**config.mk**
```make
export PLATFORM = sky130hd
export DESIGN_NAME = agc_scheduler
export DESIGN_NICKNAME = d
export VERILOG_FILES = /design/src/rtl/agc_scheduler.sv
export SDC_FILE = /design/constraint.sdc
export NUM_CORES = 1
export LEC_CHECK = 0
export CAP_MARGIN = 5
export CORE_MARGIN = 2
export CORE_UTILIZATION = 49
export DETAILED_ROUTE_END_ITERATION = 10
export GPL_TIMING_DRIVEN = 0
export MAX_ROUTING_LAYER = met4
export PLACE_DENSITY = 0.76
export RECOVER_POWER = 100
export SETUP_SLACK_MARGIN = 0.02
export SLEW_MARGIN = 25
export SYNTH_ARGS = -nofsm -noshare
export SYNTH_HDL_FRONTEND = slang
export SYNTH_SLANG_ARGS = --single-unit
export TNS_END_PERCENT = 1
```
**constraint.sdc**
```tcl
create_clock -name clk_in -period 2.1 [get_ports clk_in]
set_input_delay 0.21 -clock clk_in [delete_from_list [all_inputs] [get_ports clk_in]]
set_output_delay 0.21 -clock clk_in [all_outputs]
set_load 0.02 [all_outputs]
```
**src/rtl/agc_scheduler.sv**
```systemverilog
// Line-peak AGC scheduler: tracks the peak of each sensor line, strobes it to the
// analog AGC at line end, and holds off further updates while the gain settles.
module agc_scheduler #(
  parameter int SETTLE_LINES = 2,
  parameter int MIN_PIX      = 16
) (
  input  logic       clk_in,
  input  logic       reset_in,
  input  logic       enable_in,
  input  logic       line_start,
  input  logic       line_end,
  input  logic       pix_valid,
  input  logic [9:0] pix_data,
  input  logic [3:0] gain_in,
  output logic       agc_update,
  output logic [9:0] agc_data,
  output logic [9:0] peak_out,
  output logic       peak_valid,
  output logic       settling
);

  localparam logic [11:0] MIN_PIX_C  = 12'(MIN_PIX);
  localparam logic [7:0]  SETTLE_C   = 8'(SETTLE_LINES);
  localparam logic [11:0] CNT_MAX_C  = 12'hFFF;

  typedef enum logic [2:0] {
    ST_IDLE      = 3'd0,
    ST_WAIT_LINE = 3'd1,
    ST_ACQUIRE   = 3'd2,
    ST_EVAL      = 3'd3,
    ST_CHECK     = 3'd4,
    ST_SETTLE    = 3'd5
  } state_t;

  state_t      state_r;
  logic [9:0]  peak_r;
  logic [11:0] cnt_r;
  logic [3:0]  gain_snap_r;
  logic [7:0]  settle_cnt_r;

  logic [9:0]  acc_peak_s;
  logic [11:0] acc_cnt_s;
  logic [9:0]  first_peak_s;
  logic [11:0] first_cnt_s;

  // Peak/count as they would stand after including this cycle's pixel
  always_comb begin
    acc_peak_s   = peak_r;
    acc_cnt_s    = cnt_r;
    first_peak_s = 10'd0;
    first_cnt_s  = 12'd0;
    if (pix_valid && (pix_data > peak_r)) begin
      acc_peak_s = pix_data;
    end else begin
      acc_peak_s = peak_r;
    end
    if (pix_valid && (cnt_r != CNT_MAX_C)) begin
      acc_cnt_s = cnt_r + 12'd1;
    end else begin
      acc_cnt_s = cnt_r;
    end
    if (pix_valid) begin
      first_peak_s = pix_data;
      first_cnt_s  = 12'd1;
    end else begin
      first_peak_s = 10'd0;
      first_cnt_s  = 12'd0;
    end
  end

  // Scheduler state machine with registered outputs
  always_ff @(posedge clk_in) begin
    if (reset_in) begin
      state_r      <= ST_IDLE;
      peak_r       <= 10'd0;
      cnt_r        <= 12'd0;
      gain_snap_r  <= 4'd0;
      settle_cnt_r <= 8'd0;
      agc_update   <= 1'b0;
      peak_valid   <= 1'b0;
      settling     <= 1'b0;
      agc_data     <= 10'd0;
      peak_out     <= 10'd0;
    end else begin
      agc_update <= 1'b0;
      peak_valid <= 1'b0;
      if (!enable_in) begin
        state_r  <= ST_IDLE;
        settling <= 1'b0;
      end else begin
        case (state_r)
          ST_IDLE: state_r <= ST_WAIT_LINE;
          ST_WAIT_LINE: begin
            if (line_start) begin
              state_r <= ST_ACQUIRE;
              peak_r  <= first_peak_s;
              cnt_r   <= first_cnt_s;
            end
          end
          ST_ACQUIRE: begin
            // line_end takes precedence over a coincident line_start
            if (line_end) begin
              gain_snap_r <= gain_in;
              if (acc_cnt_s >= MIN_PIX_C) begin
                state_r    <= ST_EVAL;
                agc_update <= 1'b1;
                peak_valid <= 1'b1;
                agc_data   <= acc_peak_s;
                peak_out   <= acc_peak_s;
              end else begin
                state_r <= ST_WAIT_LINE;
              end
            end else if (line_start) begin
              peak_r <= first_peak_s;
              cnt_r  <= first_cnt_s;
            end else begin
              peak_r <= acc_peak_s;
              cnt_r  <= acc_cnt_s;
            end
          end
          ST_EVAL: state_r <= ST_CHECK;
          ST_CHECK: begin
            if ((gain_in != gain_snap_r) && (SETTLE_C != 8'd0)) begin
              state_r      <= ST_SETTLE;
              settle_cnt_r <= SETTLE_C;
              settling     <= 1'b1;
            end else begin
              state_r <= ST_WAIT_LINE;
            end
          end
          ST_SETTLE: begin
            if (line_end) begin
              if (settle_cnt_r == 8'd1) begin
                state_r  <= ST_WAIT_LINE;
                settling <= 1'b0;
              end else begin
                settle_cnt_r <= settle_cnt_r - 8'd1;
              end
            end
          end
          default: begin
            state_r  <= ST_IDLE;
            settling <= 1'b0;
          end
        endcase
      end
    end
  end

endmodule

```
==> implementation parameters, run 1 <==
Parameter                              Value

Status
  Status    finished, violations left
  Failing checks    negative setup slack

Critical path
  Crit path capture type    flop
  Launch instance of the worst register-to-register path    cnt_r[1]
  Critical path class    reg -> reg
  Worst setup SP type    flop
  Required time of the critical path    2.27 ns
  Critical Path Fanout Max    5
  Critical path arrival    2.40 ns
  Capturing point of the worst reg2reg path    peak_out[9]
  Setup slack of the worst register-to-register path    -0.13 ns
  Length in cells of the worst reg-to-reg path    9

Synth
  Total nets after synthesis    380
  Simple-gate area share of the yosys netlist    23.1%
  Fraction of the mapped netlist area in compound gates    21.0%
  Most common flop cell mapped by yosys    dfxtp_1
  Share of the synthesized area in the top cell type    33.7%
  Synth async-reset ratio    0%
  Count of unique library cells instantiated by Yosys    53
  Summed instance area of the synthesized netlist    0.00291 mm2
  Adder and majority gate portion of the synthesized area    5.59%
  Xor and xnor fraction of the mapped netlist area    3.61%
  Dominant cell type by area after synthesis    dfxtp_1
  Count of flip-flops with a built-in enable after synthesis    0
  Mux share of post-synthesis cell area    5.16%
  Sequential area share after synthesis    33.7%
  Ranking of synthesized cells by area    dfxtp_1 (34%), nor2_1 (6.8%), ha_1 (5.6%), mux2i_1 (5.2%), a211oi_2 (4.3%)
  Cell count after synthesis    347
  Mean Syn Cell Area    8.38 um2
  Combinational family with the most area after synthesis    simple AND/OR/NAND/NOR gates
  Warnings from Yosys    0
  Flip-flop and latch count after synthesis    49

CTS
  Clock input transition at the sequential cells of the worst setup and hold paths    0.09 ns
  Maximum clock path buffer count    2
  Hold buffer count at CTS    0
  Number of clock sinks    49
  Number of buffers created by CTS    5
  Clock latency at the later pin of the worst-skew pair    0.31 ns
  CTS H-Tree Depth    2
  Clock root buffer    clkbuf_8
  CTS tree    done

Place
  Count of buffers inserted at the top-level ports    42
  Setup slack after placement    -0.631 ns
  Final HPWL from detailed placement    4.87 mm
  Final estimated routing congestion in global placement    0.902

Timing
  Setup ws final    -0.133 ns
  Max Fclk    448 MHz
  Final setup fails    12
  Post-Route Hold Slack    0.521 ns
  Slew at the pin closest to its max-slew limit    0.725 ns
  TNS Setup    -1.29 ns
  Count of final max-slew check failures    0
  Post-route minimum period    2.23 ns
  Final critical-path share of the clock period    106%
  Largest clock skew in the final design    0.00604 ns
  Number of hold violations in the final report    0
  Unrepaired setup endpoints after global routing    true
  Slew HR    51.6%

Final layout
  Fill cell total of the finished layout    510
  Register area    991 um2
  Fraction of final layout cells sized beyond drive strength 1    21.7%
  Layout net count    437
  Layout overhead on the synthesized area    30.7%
  Most common library cell in the layout ignoring fill and taps    dfxtp_1
  Leading cell types in the layout, fill and taps excluded    dfxtp_1 (45), nor2_1 (42), dlygate4sd3_1 (22)
  Number of diodes    0
  Area occupied by multi-input gates    0.00190 mm2

Global routing
  Global-route wire length before repair    11.2 mm
  Initial antenna violation count    0
  Number of global-route vias before repair    2,438
  Pin count of the biggest net entering global routing    16
  GR Util All Layers    22.3%
  Overflow after GRT    0

Die
  Placement Rows    28
  Area enclosed by the die boundary    0.00657 mm2
  Die boundary width    81.0 um
  I/O pin count    43
  Y dimension of the die    81.0 um
  Initial core utilization    50.0%
  Core Region    0.00582 mm2

Routing
  Routed via count    2,676
  DRT Wirelength    7.06 mm
  Number of design-rule violations left by the first detailed-router iteration    258
  Routed wirelength normalized by instance count    14.7 um
  Drt via density    5.58
  First-pass iteration count of the detailed router    4
  Count of antenna-violating nets left after detailed routing    0
  DRC    0

Power
  Total power per unit cell area    447 mW/mm2
  Standby leakage power    1.45 nW
  Worst vdd ir    0.331 mV
  Total power    1.70 mW

Worst hold path
  WHS Path Cells    2
  HP Class    reg -> reg
  Worst hold path startpoint    settling
  Endpoint of the worst hold path    settling

Run
  Number of maximum-capacitance violations    0
[synthesized netlist by cell type (7+ instances only)]
cell type and count:
nand3_1 7, nand2_1 17, buf_2 7, buf_4 12, nor3_1 7, dfxtp_1 49, mux2i_1 15, nor2_1 53
xnor2_1 11, o21ai_0 15, a22oi_1 12, a211oi_2 10, clkbuf_1 7, inv_1 16, a21oi_1 20, a31oi_1 7
nor4_1 7, ha_1 13
[report_power, final]
| group | switching (mW) | internal (mW) | total, mW |
|---|---|---|---|
| combinational | 0.109 | 0.0884 | 0.197 |
| sequential | 0.00628 | 0.932 | 0.938 |
| clock | 0.325 | 0.238 | 0.563 |
| total | 0.440 | 1.26 | 1.70 |
[final cells by class]
class / count / share of cell area [%]
timing repair buffer: 51 / 13.0
sequential: 49 / 26.1
buffer: 25 / 4.41
tap: 75 / 2.47
clock buffer: 6 / 1.91
multi-input combinational: 255 / 50.1
clock inverter: 2 / 0.362
inverter: 17 / 1.68
[worst max-delay path by stage]
stage	start	to	slack, ns	depth (start not counted)
finish	cnt_r[1]	peak_out[9]	-0.13	9
global route	cnt_r[3]	peak_out[7]	-0.19	8
CTS	cnt_r[1]	peak_out[0]	-0.10	9
detailed placement	pix_data[4]	peak_r[1]	-0.63	10
global placement	pix_data[4]	peak_r[8]	-0.61	10
floorplan	cnt_r[0]	peak_out[3]	0.03	10
[worst max-delay path, stage by stage, from the launching register on]
cell and delay [ns]:
dfxtp_4 0.37, ha_4 0.18, and4_4 0.20, a31oi_4 0.19
and2_4 0.19, a32oi_1 0.11, o41a_1 0.51, buf_6 0.21
nor2_4 0.09, a211oi_2 0.05
[routing by layer]
metal,track usage (%),wire length (um),up-vias
met4,5.93,148,0
met1,27.8,3140,1238
met5,-,0,-
met2,37.2,3400,75
met3,3.89,378,14
li1,-,-,1349
[cells by family (layout without fill, tap and decap cells)]
kind of cell,Yosys count,count (layout)
AOI/OAI and AO/OA,83,84
xor gates and xnor gates,12,12
adders and majority gates,13,13
and+or+nand+nor,131,131
buffers and inverters,44,101
DFF,49,49
muxes,15,15
[per-stage QoR]
stage | cells | area (um2) | util, %
final | 480 | 3800 | 65.4
after global routing | 480 | 3800 | 65.4
after CTS | 476 | 3650 | 62.8
after detailed placement | 464 | 3440 | 59.1
after global placement | 464 | 3440 | 59.1
after floorplan | 347 | 2920 | -
[flip-flops by register name (all words and copies together), names as in the netlist]
name	flops
cnt_r	12
peak_out	10
peak_r	10
settle_cnt_r	8
gain_snap_r	4
state_r	3
peak_valid	1
settling	1
[repair_timing]
action | 4_1_cts | 5_1_grt
setup buffers | 5 | 3
pin swaps | 3 | 6
endpoints found under the setup margin | 27 | 32
gates cloned | 1 | 1
resized for setup | 31 | 29
No activity file was read; power rests on OpenSTA's default activity.
==> run 2: changes to the inputs <==
--- a/config.mk
+++ b/config.mk
@@ -14,7 +14,7 @@
 export PLACE_DENSITY = 0.76
 export RECOVER_POWER = 100
 export SETUP_SLACK_MARGIN = 0.02
-export SLEW_MARGIN = 25
+export SLEW_MARGIN = 20
 export SYNTH_ARGS = -nofsm -noshare
 export SYNTH_HDL_FRONTEND = slang
 export SYNTH_SLANG_ARGS = --single-unit
==> results of run 2 <==
The final DEF is identical to that of run 1; final timing and power are the same.
